`src/rtl/chipkill_pkg.sv`:
```
// Shared constants, source enum and GF(2^8) helpers for the chipkill scheduler.
// Field polynomial x^8+x^4+x^3+x^2+1, generator alpha = 2.
package chipkill_pkg;

  localparam int CW_W   = 80;
  localparam int DATA_W = 64;
  localparam int SYM_W  = 8;
  localparam int NSYM   = 10;

  localparam logic [3:0] LOC_NONE = 4'hF;
  localparam logic [7:0] GF_POLY  = 8'h1D;

  typedef enum logic {
    SRC_DMD = 1'b0,
    SRC_SCB = 1'b1
  } src_e;

  function automatic logic [7:0] gf_xtime(
    input logic [7:0] a
  );
    return {a[6:0], 1'b0} ^ (a[7] ? GF_POLY : 8'h00);
  endfunction

  function automatic logic [7:0] gf_mul(
    input logic [7:0] a,
    input logic [7:0] b
  );
    logic [7:0] p;
    logic [7:0] x;
    p = '0;
    x = a;
    for (int i = 0; i < 8; i++) begin
      if (b[i]) p = p ^ x;
      x = gf_xtime(x);
    end
    return p;
  endfunction

endpackage

```
`src/rtl/chipkill_dec_sched_decoder.sv`:
```
// AMDCHIPKILL_DECODER: single-symbol-correct chipkill decode, 8 data + 2 check
// symbols, syndromes S0 = sum(sym), S1 = sum(alpha^i * sym).
module AMDCHIPKILL_DECODER
  import chipkill_pkg::*;
(
  input  logic [CW_W-1:0]   i_cw,
  output logic [DATA_W-1:0] o_data,
  output logic [3:0]        o_loc,
  output logic              o_fail
);

  logic [SYM_W-1:0] w_s0;
  logic [SYM_W-1:0] w_s1;
  logic [NSYM-1:0]  w_hit;

  always_comb begin
    logic [SYM_W-1:0] a;
    logic [SYM_W-1:0] sym;
    w_s0 = '0;
    w_s1 = '0;
    a    = 8'h01;
    for (int i = 0; i < NSYM; i++) begin
      sym  = i_cw[i*SYM_W +: SYM_W];
      w_s0 = w_s0 ^ sym;
      w_s1 = w_s1 ^ gf_mul(a, sym);
      a    = gf_xtime(a);
    end
  end

  // A single error at symbol j gives S1 == alpha^j * S0.
  always_comb begin
    logic [SYM_W-1:0] b;
    w_hit = '0;
    b     = 8'h01;
    for (int i = 0; i < NSYM; i++) begin
      w_hit[i] = (w_s0 != '0) && (gf_mul(b, w_s0) == w_s1);
      b        = gf_xtime(b);
    end
  end

  always_comb begin
    o_data = i_cw[DATA_W-1:0];
    o_loc  = LOC_NONE;
    o_fail = 1'b0;
    if (w_s0 != '0 || w_s1 != '0) begin
      if (w_hit == '0) begin
        o_fail = 1'b1;
      end else begin
        for (int i = 0; i < NSYM; i++) begin
          if (w_hit[i]) o_loc = 4'(i);
        end
        for (int i = 0; i < DATA_W / SYM_W; i++) begin
          if (w_hit[i])
            o_data[i*SYM_W +: SYM_W] =
              i_cw[i*SYM_W +: SYM_W] ^ w_s0;
        end
      end
    end
  end

endmodule

```
`src/rtl/chipkill_dec_sched.sv`:
```
// Demand/scrub arbiter feeding a shared chipkill decoder, 2-stage pipeline.
// Define CHIPKILL_ERR_LOG_EN to add ce_cnt/due_cnt/last_loc error logging.
module chipkill_dec_sched
  import chipkill_pkg::*;
#(
  parameter int TAG_W      = 4,
  parameter int STARVE_MAX = 8,
  parameter int CNT_W      = 16
) (
  input  logic              clk,
  input  logic              rst_n,
  input  logic              dmd_valid,
  output logic              dmd_ready,
  input  logic [CW_W-1:0]   dmd_cw,
  input  logic [TAG_W-1:0]  dmd_tag,
  input  logic              scb_valid,
  output logic              scb_ready,
  input  logic [CW_W-1:0]   scb_cw,
  input  logic [TAG_W-1:0]  scb_tag,
  output logic              rsp_valid,
  input  logic              rsp_ready,
  output logic              rsp_src,
  output logic [TAG_W-1:0]  rsp_tag,
  output logic [DATA_W-1:0] rsp_data,
  output logic              rsp_ce,
  output logic              rsp_due,
  output logic [3:0]        rsp_loc
`ifdef CHIPKILL_ERR_LOG_EN
  ,
  output logic [CNT_W-1:0]  ce_cnt,
  output logic [CNT_W-1:0]  due_cnt,
  output logic [3:0]        last_loc
`endif
);

  localparam int SC_W = $clog2(STARVE_MAX + 1);
  localparam logic [SC_W-1:0] STARVE_LIM =
    SC_W'(STARVE_MAX);

  logic [SC_W-1:0]   r_starve;
  logic              r_s1_vld;
  logic [CW_W-1:0]   r_s1_cw;
  logic [TAG_W-1:0]  r_s1_tag;
  src_e              r_s1_src;
  logic              r_s2_vld;
  src_e              r_s2_src;
  logic [TAG_W-1:0]  r_s2_tag;
  logic [DATA_W-1:0] r_s2_data;
  logic              r_s2_ce;
  logic              r_s2_due;
  logic [3:0]        r_s2_loc;

  logic              w_s2_free;
  logic              w_s1_free;
  logic              w_pick_scb;
  logic              w_dmd_acc;
  logic              w_scb_acc;
  logic [DATA_W-1:0] w_dec_data;
  logic [3:0]        w_dec_loc;
  logic              w_dec_fail;

  assign w_s2_free  = !r_s2_vld || rsp_ready;
  assign w_s1_free  = !r_s1_vld || w_s2_free;
  assign w_pick_scb = scb_valid &&
    (!dmd_valid || r_starve == STARVE_LIM);

  // Ready is gated by rst_n so neither side sees ready during reset.
  assign dmd_ready = rst_n && w_s1_free && !w_pick_scb;
  assign scb_ready = rst_n && w_s1_free && w_pick_scb;
  assign w_dmd_acc = dmd_valid && dmd_ready;
  assign w_scb_acc = scb_valid && scb_ready;

  always_ff @(posedge clk or negedge rst_n) begin
    if (!rst_n) begin
      r_starve <= '0;
    end else if (!scb_valid || w_scb_acc) begin
      r_starve <= '0;
    end else if (w_dmd_acc && r_starve != STARVE_LIM) begin
      r_starve <= r_starve + 1'b1;
    end
  end

  always_ff @(posedge clk or negedge rst_n) begin
    if (!rst_n) begin
      r_s1_vld <= 1'b0;
      r_s1_cw  <= '0;
      r_s1_tag <= '0;
      r_s1_src <= SRC_DMD;
    end else if (w_s1_free) begin
      r_s1_vld <= w_dmd_acc || w_scb_acc;
      if (w_scb_acc) begin
        r_s1_cw  <= scb_cw;
        r_s1_tag <= scb_tag;
        r_s1_src <= SRC_SCB;
      end else if (w_dmd_acc) begin
        r_s1_cw  <= dmd_cw;
        r_s1_tag <= dmd_tag;
        r_s1_src <= SRC_DMD;
      end
    end
  end

  AMDCHIPKILL_DECODER u_dec (
    .i_cw   (r_s1_cw),
    .o_data (w_dec_data),
    .o_loc  (w_dec_loc),
    .o_fail (w_dec_fail)
  );

  always_ff @(posedge clk or negedge rst_n) begin
    if (!rst_n) begin
      r_s2_vld  <= 1'b0;
      r_s2_src  <= SRC_DMD;
      r_s2_tag  <= '0;
      r_s2_data <= '0;
      r_s2_ce   <= 1'b0;
      r_s2_due  <= 1'b0;
      r_s2_loc  <= LOC_NONE;
    end else if (w_s2_free) begin
      r_s2_vld <= r_s1_vld;
      if (r_s1_vld) begin
        r_s2_src  <= r_s1_src;
        r_s2_tag  <= r_s1_tag;
        r_s2_data <= w_dec_data;
        r_s2_due  <= w_dec_fail;
        r_s2_ce   <= !w_dec_fail &&
                     (w_dec_loc != LOC_NONE);
        r_s2_loc  <= w_dec_loc;
      end
    end
  end

  assign rsp_valid = r_s2_vld;
  assign rsp_src   = r_s2_src;
  assign rsp_tag   = r_s2_tag;
  assign rsp_data  = r_s2_data;
  assign rsp_ce    = r_s2_ce;
  assign rsp_due   = r_s2_due;
  assign rsp_loc   = r_s2_loc;

`ifdef CHIPKILL_ERR_LOG_EN
  logic w_deliver;
  assign w_deliver = r_s2_vld && rsp_ready;

  always_ff @(posedge clk or negedge rst_n) begin
    if (!rst_n) begin
      ce_cnt   <= '0;
      due_cnt  <= '0;
      last_loc <= LOC_NONE;
    end else if (w_deliver) begin
      if (r_s2_ce && ce_cnt != '1)
        ce_cnt <= ce_cnt + 1'b1;
      if (r_s2_due && due_cnt != '1)
        due_cnt <= due_cnt + 1'b1;
      if (r_s2_ce)
        last_loc <= r_s2_loc;
    end
  end
`endif

endmodule

```
`config.mk`:
```
export PLATFORM = sky130hd
export DESIGN_NAME = chipkill_dec_sched
export DESIGN_NICKNAME = d
export VERILOG_FILES = /design/src/rtl/chipkill_pkg.sv /design/src/rtl/chipkill_dec_sched_decoder.sv /design/src/rtl/chipkill_dec_sched.sv
export SDC_FILE = /design/constraint.sdc
export NUM_CORES = 1
export LEC_CHECK = 0
export BUFFER_PORTS_ARGS = -buffer_cell sky130_fd_sc_hd__clkbuf_2
export CORE_MARGIN = 4
export CORE_UTILIZATION = 55
export DETAILED_ROUTE_END_ITERATION = 10
export PLACE_DENSITY_LB_ADDON = 0.05
export SLEW_MARGIN = 10
export SYNTH_ARGS = -nofsm -noshare
export SYNTH_HDL_FRONTEND = slang
export SYNTH_HIERARCHICAL = 1
export SYNTH_SLANG_ARGS = --single-unit
```
`constraint.sdc`:
```
create_clock -name clk -period 11.7 [get_ports clk]
set_clock_uncertainty 0.15 [all_clocks]
set_input_delay 0 -clock clk [delete_from_list [all_inputs] [get_ports clk]]
set_output_delay 0 -clock clk [all_outputs]
set_load 0.02 [all_outputs]
```
* After elaboration in Yosys (flattened, before gate mapping) *
Index checks and enable logic that the tools add are counted.

cells by class
  add/subtract/negate cells = 1
  equal/unequal tests = 13
  multiplexer cells = 192
  bitwise gates (word level) = 166
  reductions and logical operators = 37

operator list
  operator               number
  $mux W8                54
  $mux W7                30
  $not A4 Y4             52
  $xor A8 B8 Y8          26
  $mux W6                32
  $mux W5                32
  $mux W80               2
  $mux W64               2
  $mux W4                24
  $eq A8 B8 Y1           10
  $not A1 Y1 const A     56
  $not A5 Y5             10
  $not A3 Y4             10
  $not A3 Y3             12
  $logic_and A1 B1 Y1    18
  $mux W3                6
  $reduce_bool A8 Y1     2
  $logic_not A10 Y1      1
  $mux W2                4
  $ne A4 B4 Y1 const B   2
  $logic_not A1 Y1       6
  $logic_or A1 B1 Y1     6
  $mux W1                6
  $add A4 B1 Y4 const B  1
  3 further kinds        5

storage, ports and cells
  register bits = 166
  input bits = 173
  output and inout port bits = 78
  logic and storage cells = 421

* Logic depth before layout (Yosys ltp) *
Gate-level depths: netlist of the first run.

  depth after elaboration = 34
  depth in mapped cells = 17
  mapped depth without buffers = 15

* Hierarchy *
Netlist of the first run, hierarchy kept.

modules (own cells, without submodules)
  module               instances  cells an instance  area an instance (um2)
  chipkill_dec_sched   1          576                7957.6
  AMDCHIPKILL_DECODER  1          512                4486.8

* Least setup slack after synthesis of the first run *
OpenSTA, ideal clock, no wires.

  path kind = register to register
  from = register r_s1_cw[37]
  to = register r_s2_ce (netlist: rsp_ce)
  arrival = 4.083 ns
  required time = 11.420 ns
  setup slack = 7.338 ns
  cell stages (with the launch flop) = 17
  period minus slack after synthesis = 4.362 ns
  cells stage by stage = dfrtp_1 > xnor2_1 > xnor3_1 > xnor2_4 > clkbuf_1 > clkinv_1 > ha_1 > or4b_1 > nor4_4 > nor4_2 > nand4_4 > inv_2 > or4_1 > and4b_1 > nor3b_2 > a41o_1 > o21ai_0

RTL lines
  item                                                       line                                                                source
  start, declared                                            chipkill_dec_sched.sv:42                                            logic [CW_W-1:0] r_s1_cw;
  start signal, assigned                                     chipkill_dec_sched.sv:92                                            r_s1_cw <= scb_cw;
  start signal, assigned                                     chipkill_dec_sched.sv:96                                            r_s1_cw <= dmd_cw;
  $xor A8 B8 Y8 / $mux W6 (equally long branches)            chipkill_dec_sched_decoder.sv:24, chipkill_pkg.sv:33
  $xor A8 B8 Y8 / $not A4 Y4 (equally long branches)         n/a
  $xor A8 B8 Y8 / $mux W7 (equally long branches)            chipkill_dec_sched_decoder.sv:24, chipkill_pkg.sv:33
  $xor A8 B8 Y8 / $not A4 Y4 (equally long branches)         n/a
  $xor A8 B8 Y8 / $mux W8 (equally long branches)            chipkill_dec_sched_decoder.sv:24, chipkill_pkg.sv:33
  $xor A8 B8 Y8 (on tied branches)                           chipkill_dec_sched_decoder.sv:24, chipkill_dec_sched_decoder.sv:25
  $mux W5, or another cell as far along                      chipkill_pkg.sv:33                                                  if (b[i]) p = p ^ x;
  $not A4 Y4 (no source line), or another cell as far along  n/a
  (+3 left out)                                              n/a
  $eq A8 B8 Y1                                               chipkill_dec_sched_decoder.sv:36                                    w_hit[i] = (w_s0 != '0) && (gf_mul(b, w_s0) == w_s1);
  $logic_and A1 B1 Y1                                        chipkill_dec_sched_decoder.sv:36
  $logic_not A10 Y1                                          chipkill_dec_sched_decoder.sv:46                                    if (w_hit == '0) begin
  $mux W1                                                    chipkill_dec_sched_decoder.sv:46
  $mux W1 *                                                  chipkill_dec_sched_decoder.sv:45                                    if (w_s0 != '0 || w_s1 != '0) begin
  net w_dec_fail                                             chipkill_dec_sched.sv:60                                            logic w_dec_fail;
  $logic_not A1 Y1 *                                         chipkill_dec_sched.sv:126                                           r_s2_ce <= !w_dec_fail &&
  $logic_and A1 B1 Y1 *                                      chipkill_dec_sched.sv:126
  end signal, assigned                                       chipkill_dec_sched.sv:126
  end, declared                                              chipkill_dec_sched.sv:49                                            logic r_s2_ce;

The timed path passes the listed nets; every way through them passes the cells marked *.
A chain may end at the register's enable or synchronous reset.

* Final worst setup path of the first run *
  from = register r_s1_cw[69]
  to = register r_s2_ce (netlist: rsp_ce)

between the ends
  cells in the longest elaborated chain, start to end = 23

ends and longest elaborated chain
  item                         line                              source
  $mux W8                      chipkill_pkg.sv:33
  $not A3 Y3 (no source line)  n/a
  $mux W5                      chipkill_pkg.sv:33
  $not A3 Y3 (no source line)  n/a
  $mux W6                      chipkill_pkg.sv:33
  $xor A8 B8 Y8 (2 in a row)   chipkill_dec_sched_decoder.sv:25  w_s1 = w_s1 ^ gf_mul(a, sym);
  $eq A8 B8 Y1                 chipkill_dec_sched_decoder.sv:36
  $logic_and A1 B1 Y1          chipkill_dec_sched_decoder.sv:36
  $mux W4 (10 in a row)        chipkill_dec_sched_decoder.sv:50  if (w_hit[i]) o_loc = 4'(i);
  $mux W4                      chipkill_dec_sched_decoder.sv:46
  $mux W4 *                    chipkill_dec_sched_decoder.sv:45
  net w_dec_loc[3]             chipkill_dec_sched.sv:59          logic [3:0] w_dec_loc;
  $ne A4 B4 Y1 *               chipkill_dec_sched.sv:127         (w_dec_loc != LOC_NONE);
  $logic_and A1 B1 Y1 *        chipkill_dec_sched.sv:126

Marked as above.

==> impl_metrics.yaml, run 1 <==
clock_tree:
  root_buffer: "clkbuf_16"
  numCtsBuffers: 17
  holdBufCountCts: 172
  cts-htree-levels: 4
  clock_latency_ns: 0.44
  tritoncts: "built"
  clk_pin_slew_ns: 0.07
  cts_setup_buffers: 0
  clk_path_buf_depth: 2
  clock-sinks: 166
  cts_resized: 0
sta:
  max_clock_freq_ghz: 0.195
  finalCritPeriodShare_pct: 43.9
  worst_slack_ns: 6.57
  hold_violations: 0
  setup_viol: 0
  slew_viol_final: 0
  rsz0062_at_grt: "false"
  worst_pin_slew_ns: 1.18
  fin_crit_ns: 5.13
  slew_headroom_pct: 21.2
  finalSetupTns_ns: 0
cells_and_area:
  fin_nets: 1656
  area_growth_pct: 29.8
  diodes: 0
  fin_cells: 1773
  fill_cells: 1529
  design_area_sq_um: 16200
  drive_gt1_share_pct: 34.9
floorplanning:
  initial_core_util_pct: 56.5
  die_w_um: 158
  fp.dieH_um: 158
  fp-row-count: 54
  fp.coreArea_sq_um: 22000
  ios: 251
  dieArea_sq_um: 25100
synthesis:
  synth_sequential_area_ratio_pct: 33.4
  synth_top_cell_area_share_pct: 32.6
  synthesis.nets: 1264
  yosys-top-cells-area: "dfrtp_1, xnor2_1, mux2_2"
  syn_area_sq_um: 12400
  synth.ff_latch_count: 166
  synth_xor_xnor_area_share_pct: 26.8
  synth_top_family_by_area: "XOR/XNOR gates"
  synth.distinct_cells: 77
  syn_inst: 1088
  synth_ff_type: "dfrtp_1"
  yosysTopAreaCell: "dfrtp_1"
  synth-simple-area-share_pct: 14.6
  synth-edff-count: 0
  syn_avg_cell_area_sq_um: 11.4
  synth_fa_ha_area_share_pct: 0.302
  synthArstFlopShare_pct: 100
  ys_warn_count: 6
  synth_compound_area_share_pct: 14.2
  muxShareOfSynthArea_pct: 7.03
critical_path:
  end_kind: "flip-flop"
  rrSetupSlack_ns: 6.57
  worst_setup_path_start_kind: "flip-flop"
  r2r_start: "r_s1_cw[69]"
  max_stage_delay_ns: 0.78
  crit_top_cell: "or4_1"
  ff2ff_path_depth: 14
  path_buf_inv: 1
  cp_top_family: "XOR/XNOR gates"
  crit_arrival_ns: 5.32
  crit_required_ns: 11.89
  reg2reg_to: "rsp_ce"
  crit_fanout: 12
  path_cells: "xnor2_1 -> xnor3_1 -> xnor2_4 -> clkinv_1 -> ha_1 -> or4b_1 -> or4_1 -> nand4_1 -> a21oi_1 -> or4_1 -> and4b_1 -> or3_1 -> a41o_1 -> o21ai_0"
  path_class: "reg -> reg"
  slowest_stage: "a21oi_1"
global_routing:
  grt.met2_usage_pct: 53.8
  antenna_found_initial: 0
  grt_pass1_vias: 10569
  overflow: 0
  grtUsageTotal_pct: 32.2
  grt-busiest-layer: "met2"
  met3_usage_pct: 5.87
  grt_pass1_wl_mm: 61.4
  grt_max_degree: 85
  grt_use_met1_pct: 43.2
place:
  post-place-ws_ns: 6.66
  post_dp_cell_area_sq_um: 13800
  gp_congestion: 0.901
  dp_cells: 1569
  hpwl_mm: 26.7
  port_buffers: 250
status:
  status: "complete, no violations"
drt:
  routedWlPerCell_um: 22.5
  routed_wl_mm: 39.9
  drtAntennaViolNets: 0
  drtIter0Drc: 766
  drc: 0
  vias_per_cell: 5.67
  first_pass_iters: 5
  vias: 10060
hold_path:
  hold_class: "in -> async"
flow_run:
  max_cap_violations: 0
==> kinds of logic (layout without fill, tap and decap cells) <==
group                      Yosys count  count (layout)
AOI/OAI and AO/OA                  206             206
xor gates and xnor gates           307             307
adders and majority gates            3               3
buffers and inverters               76             481
DFF                                166             166
muxes                               78              78
and+or+nand+nor                    252             252
==> cell type report <==
class | count | area (sq um) | share of cell area [%]
clock buffer | 17 | 425 | 2.63
clock inverter | 15 | 206 | 1.28
inverter | 14 | 52.6 | 0.325
multi-input combinational | 846 | 7870 | 48.7
sequential | 166 | 4160 | 25.7
tap | 280 | 350 | 2.17
timing repair buffer | 435 | 3090 | 19.2
==> synthesized netlist by cell type (3+ instances only) <==
cell type and instances:
xnor2_1 198, dfrtp_1 162, o21ai_0 79, mux2_2 75, xor2_1 60, nor2b_4 51, o2bb2ai_2 50, nand2_1 47
nor2_1 42, nor2b_1 38, o2bb2ai_1 35, xnor3_1 26, clkbuf_1 23, buf_2 22, nand3_1 13, nor3_1 10
inv_1 9, o21ai_1 9, a21oi_1 8, and3_1 7, nand2b_1 7, xnor2_2 7, xnor3_2 7, buf_12 6
buf_4 5, dfstp_2 4, nand3b_1 4, o211ai_1 4, or3_1 4, a211o_1 3, clkbuf_2 3, clkinv_1 3
ha_1 3, mux2i_1 3, nand4_1 3, nor4_1 3, or4_1 3, xnor2_4 3, xor2_2 3
==> per-layer routing <==
layer / vias to the layer above / wire length, um
met5: - / 0
met4: 0 / 904
met3: 76 / 2870
met2: 462 / 19200
met1: 4987 / 16900
li1: 4535 / -
==> cells in the final DEF (no fill, tap or decap), types with 4 or more instances in the layout <==
cell,count
dfrtp_1,162
nand2b_1,7
nand3b_1,4
a21oi_1,8
inv_1,9
dlygate4sd3_1,171
nand2_1,46
nand3_1,13
buf_4,13
clkinv_8,4
xnor2_1,196
o21ai_1,9
clkbuf_2,249
and3_1,7
xor2_1,60
nor2b_1,38
or3_1,4
xnor2_2,9
clkbuf_16,17
nor2_1,42
nor2b_4,51
o21ai_0,79
mux2_2,75
o2bb2ai_1,35
xnor3_2,7
o211ai_1,4
o2bb2ai_2,50
xnor3_1,26
nor3_1,10
dfstp_2,4
inv_6,5
==> sequential cells by signal, summed over array words and instances, names as in the netlist, 4 cells and up <==
signal / flops
rsp_tag: 4
rsp_loc: 4
rsp_data: 64
r_starve: 4
r_s1_cw: 80
r_s1_tag: 4
==> through the flow <==
step	hold slack, ns	util, %
after global placement	-0.129	62.6
final	0.0297	73.3
after global routing	0.0172	73.3
after detailed placement	-0.122	62.6
after CTS	0.0179	73.3
after floorplan	-0.446	-
==> worst max path at each step <==
stage | start | endpoint | slack, ns | cells after the start
global placement | r_s1_cw[74] | rsp_ce | 6.77 | 13
global route | r_s1_cw[54] | rsp_ce | 6.37 | 13
detailed placement | r_s1_cw[34] | rsp_ce | 6.66 | 13
CTS | r_s1_cw[74] | rsp_ce | 6.62 | 13
floorplan | r_s1_cw[37] | rsp_ce | 7.34 | 16
finish | r_s1_cw[69] | rsp_ce | 6.57 | 14
Power of run 1 is not shown: default switching activity piles up to over one toggle a cycle in this logic, so the estimate is an artifact.
==> inputs of run 2 (changes only) <==
- clock period: 11.7 -> 5.4 ns (I/O delays scaled with it)
==> run 2 against run 1 <==
Via count up 0.77%; sequential cell count unchanged; register-to-register slack worse by 6.1 ns; cell count up 0.79%; clock-buffer cell count unchanged.
==> impl_metrics.yaml, run 2 (synthesis results as in run 1) <==
global_routing:
  grt_max_degree: 73
  antenna_found_initial: 0
  grtUsageTotal_pct: 32.2
  grt_pass1_wl_mm: 60.9
  grt_pass1_vias: 10320
  overflow: 0
sta:
  worst_pin_slew_ns: 0.991
  finalCritPeriodShare_pct: 92.1
  setup_viol: 0
  fin_crit_ns: 4.97
  finalSetupTns_ns: 0
  max_clock_freq_ghz: 0.201
  slew_viol_final: 0
  slew_headroom_pct: 34.0
  rsz0062_at_grt: "false"
  hold_violations: 0
critical_path:
  ff2ff_path_depth: 12
  cp.depth: 12
  slowest_stage: "or4_1"
  r2r_start: "r_s1_cw[54]"
  worst_setup_path_start_kind: "flip-flop"
  crit_arrival_ns: 5.16
  crit_required_ns: 5.59
  crit_fanout: 17
  path_class: "reg -> reg"
  cp_top_family: "XOR/XNOR gates"
  path_buf_inv: 0
  rrSetupSlack_ns: 0.43
  worstSetupStartpoint: "r_s1_cw[54]"
  end_kind: "flip-flop"
  path_cells: "xor2_1 -> xnor3_2 -> xnor2_4 -> xnor2_2 -> xor2_2 -> xnor2_1 -> nand3_1 -> or4_1 -> and4b_1 -> or3_1 -> a41o_1 -> o21ai_0"
  worstSetupEndpoint: "rsp_ce"
  max_stage_delay_ns: 0.77
  reg2reg_to: "rsp_ce"
place:
  port_buffers: 250
  hpwl_mm: 27.6
  gp_congestion: 0.955
cells_and_area:
  largest-register: "r_s1_cw"
  fin_nets: 1670
  seqCellArea_sq_um: 4160
  fill_cells: 1533
  multi_input_area_sq_um: 7870
  area_growth_pct: 30.5
  layout_common_cells: "clkbuf_2, xnor2_1, dlygate4sd3_1, dfrtp_1, o21ai_0"
  diodes: 0
  final_common_cell: "clkbuf_2"
  largest_register_ffs: 80
  drive_gt1_share_pct: 35.5
clock_tree:
  clk_pin_slew_ns: 0.08
  tritoncts: "built"
  clock_latency_ns: 0.44
  cts_setup_buffers: 0
  numCtsBuffers: 17
  holdBufCountCts: 172
  cts-htree-levels: 4
  cts_resized: 0
  clk_path_buf_depth: 2
  root_buffer: "clkbuf_16"
  clock-sinks: 166
hold_path:
  hold_class: "in -> async"
floorplanning:
  fp.coreArea_sq_um: 22000
  initial_core_util_pct: 56.5
  dieArea_sq_um: 25100
  ios: 251
  fp.dieH_um: 158
  fp-row-count: 54
  die_w_um: 158
drt:
  vias: 10137
  drc: 0
  vias_per_cell: 5.67
  routed_wl_mm: 40.0
  first_pass_iters: 5
  drtIter0Drc: 690
  routedWlPerCell_um: 22.4
  drtAntennaViolNets: 0
flow_run:
  max_cap_violations: 0
status:
  status: "complete, no violations"
-- run 2: changes by cell type in the layout (fill, tap and decap cells not counted) --
cell        delta
clkinvlp_4     -1
inv_8          +3
clkinv_4       +1
inv_6          -3
bufinv_16      -2
clkinv_8       -1
buf_4         +14
inv_12         +3
-- run 2: through the flow --
| stage | util [%] | instance area (sq um) | setup WS (ns) | cells | hold slack (ns) |
|---|---|---|---|---|---|
| 2_1_floorplan | - | 12400 | 1.04 | 1088 | -0.446 |
| 3_3_place_gp | 63.1 | 13900 | 0.561 | 1583 | -0.174 |
| 3_5_place_dp | 63.1 | 13900 | 0.443 | 1583 | -0.176 |
| 4_1_cts | 73.7 | 16200 | 0.394 | 1787 | 0.00878 |
| 5_1_grt | 73.7 | 16200 | 0.139 | 1787 | 0.0153 |
| 6_report | 73.7 | 16200 | 0.429 | 1787 | 0.00924 |
-- run 2: cell type report --
| type | count | share of cell area [%] |
|---|---|---|
| clock buffer | 17 | 2.62 |
| clock inverter | 15 | 1.16 |
| inverter | 14 | 0.324 |
| multi-input combinational | 846 | 48.4 |
| sequential | 166 | 25.6 |
| tap | 280 | 2.16 |
| timing repair buffer | 449 | 19.7 |
-- run 2: worst min path at each step --
stage                from          end  cells past startpoint  slack [ns]
finish              rst_n  r_s1_cw[64]                      3       0.009
floorplan           rst_n   r_s1_cw[0]                      0       -0.45
detailed placement  rst_n  r_s1_cw[64]                      1       -0.18
global placement    rst_n  r_s1_cw[59]                      1       -0.17
global route        rst_n  r_s1_cw[64]                      3        0.02
CTS                 rst_n  r_s1_cw[79]                      3       0.009
-- run 2: routing by layer --
layer  track usage, %  wire (um)
met1             44.1      17300
met2             52.0      18800
met3             6.93       3020
met4             8.81        956
met5                0          0
-- run 2: worst register-to-register path: cells and delay by family (launching register included) --
kind             cells  cell delay [ns]
XOR/XNOR             6             2.34
AO/OA/AOI/OAI        2             0.38
AND/OR/NAND/NOR      4             1.52
flip-flops           1             0.49
Power of run 2 is left out for the same reason.
==> inputs of run 3 (changes only) <==
- RECOVER_POWER: unset -> 50
==> run 3 against run 2 <==
Sequential cell count is the same; die area is the same; clock-buffer cell count is the same; the run now ends with capacitance limit, slew limit left; highest routed layer unchanged; critical endpoint unchanged; worst hold slack gained 0.11 ns.
==> impl_metrics.yaml, run 3 (synthesis results as in run 1) <==
status:
  status: "finished with violations"
  violations: "capacitance limit, slew limit"
sta:
  finalCritPeriodShare_pct: 92.1
  hold_violations: 0
  worst_slack_ns: 0.429
  setup_viol: 0
  max_clock_freq_ghz: 0.201
  finalSetupTns_ns: 0
  worst_pin_slew_ns: 3.55
  slew_viol_final: 169
  slew_headroom_pct: -137
  holdWs_ns: 0.121
  rsz0062_at_grt: "false"
  fin_crit_ns: 4.97
place:
  port_buffers: 250
  post-place-ws_ns: 0.443
  gp_congestion: 0.955
  hpwl_mm: 27.6
critical_path:
  crit_arrival_ns: 5.16
  crit_required_ns: 5.59
  slowest_stage: "or4_1"
  max_stage_delay_ns: 0.66
  path_cells: "xor2_1 -> xnor3_2 -> xnor2_4 -> xor2_1 -> xnor2_1 -> xnor2_1 -> nand3_1 -> or4_1 -> and4b_1 -> or3_1 -> a41o_1 -> o21ai_0"
  worst_setup_path_start_kind: "flip-flop"
  crit_fanout: 17
  path_class: "reg -> reg"
  path_buf_inv: 0
  end_kind: "flip-flop"
  cp_top_family: "XOR/XNOR gates"
global_routing:
  grt_max_degree: 73
  grt_pass1_wl_mm: 60.9
  antenna_found_initial: 0
  overflow: 0
  grt_pass1_vias: 10320
  grtUsageTotal_pct: 32.2
cells_and_area:
  drive_gt1_share_pct: 30.5
  finish.utilization_pct: 73.2
  layout_common_cells: "xnor2_1, clkbuf_2, dlygate4sd3_1, dfrtp_1, o21ai_0"
  fin_nets: 1670
  largest-register: "r_s1_cw"
  diodes: 0
  final_common_cell: "xnor2_1"
  area_growth_pct: 29.5
  largest_register_ffs: 80
floorplanning:
  fp-row-count: 54
  fp.dieH_um: 158
  dieArea_sq_um: 25100
  initial_core_util_pct: 56.5
  fp.coreArea_sq_um: 22000
  ios: 251
  die_w_um: 158
flow_run:
  max_cap_violations: 3
clock_tree:
  cts-htree-levels: 4
  clk_path_buf_depth: 2
  clock-sinks: 166
  numCtsBuffers: 17
  tritoncts: "built"
  cts_setup_buffers: 0
  clk_pin_slew_ns: 0.09
  root_buffer: "clkbuf_16"
  clock_latency_ns: 0.44
hold_path:
  hold_class: "in -> reg"
drt:
  drc: 0
  first_pass_iters: 5
  vias_per_cell: 5.69
  drtIter0Drc: 701
  routedWlPerCell_um: 22.4
  routed_wl_mm: 40.0
  vias: 10164
  drtAntennaViolNets: 0
## run 3: cell types whose count changed in the layout (fill, tap and decap cells not counted)
cell | before | now
clkbuf_2 | 249 | 177
buf_16 | 1 | 0
clkbuf_1 | 0 | 76
buf_6 | 1 | 0
buf_4 | 27 | 25
## run 3: final timing paths
path	start	to	slack, ns	cells past startpoint
min in group asynchronous	rst_n	r_s1_cw[64]	1.24	3
max in group asynchronous	rst_n	rsp_due	1.36	3
max reg2reg	r_s1_cw[54]	rsp_ce	0.43	12
max	r_s1_cw[54]	rsp_ce	0.43	12
min reg2reg	r_s1_src	r_s1_src	0.33	1
min	dmd_valid	r_s1_vld	0.12	4
## run 3: per-stage QoR
| stage | cells | instance area, sq um |
|---|---|---|
| 2_1_floorplan | 1088 | 12400 |
| 3_3_place_gp | 1583 | 13900 |
| 4_1_cts | 1787 | 16200 |
| 5_1_grt | 1787 | 16100 |
| 6_report | 1787 | 16100 |
| 3_5_place_dp | 1583 | 13900 |
## run 3: per-layer routing
metal | vias to the layer above | GRT usage (%) | share of wire [%]
met5 | - | 0 | 0
li1 | 4573 | - | -
met3 | 77 | 6.93 | 7.9
met4 | 0 | 8.81 | 2.4
met2 | 475 | 52.0 | 47
met1 | 5039 | 44.1 | 43
## run 3: layout make-up
type | count | area [sq um]
timing repair buffer | 449 | 3070
inverter | 14 | 52.6
multi-input combinational | 846 | 7870
clock inverter | 15 | 188
clock buffer | 17 | 425
sequential | 166 | 4160
tap | 280 | 350
fill | 1575 | 5910
## run 3: worst min-delay path: stages
cell      delay, ns
clkbuf_2       0.13
o21ai_4        0.06
buf_4          0.34
nand2_1        0.15
## run 3: what timing repair did
item | CTS | global route
endpoints found under the hold margin | 135 | 0
hold buffers | 172 | 0
gates resized for setup | 0 | 0
Power of run 3 is left out for the same reason.
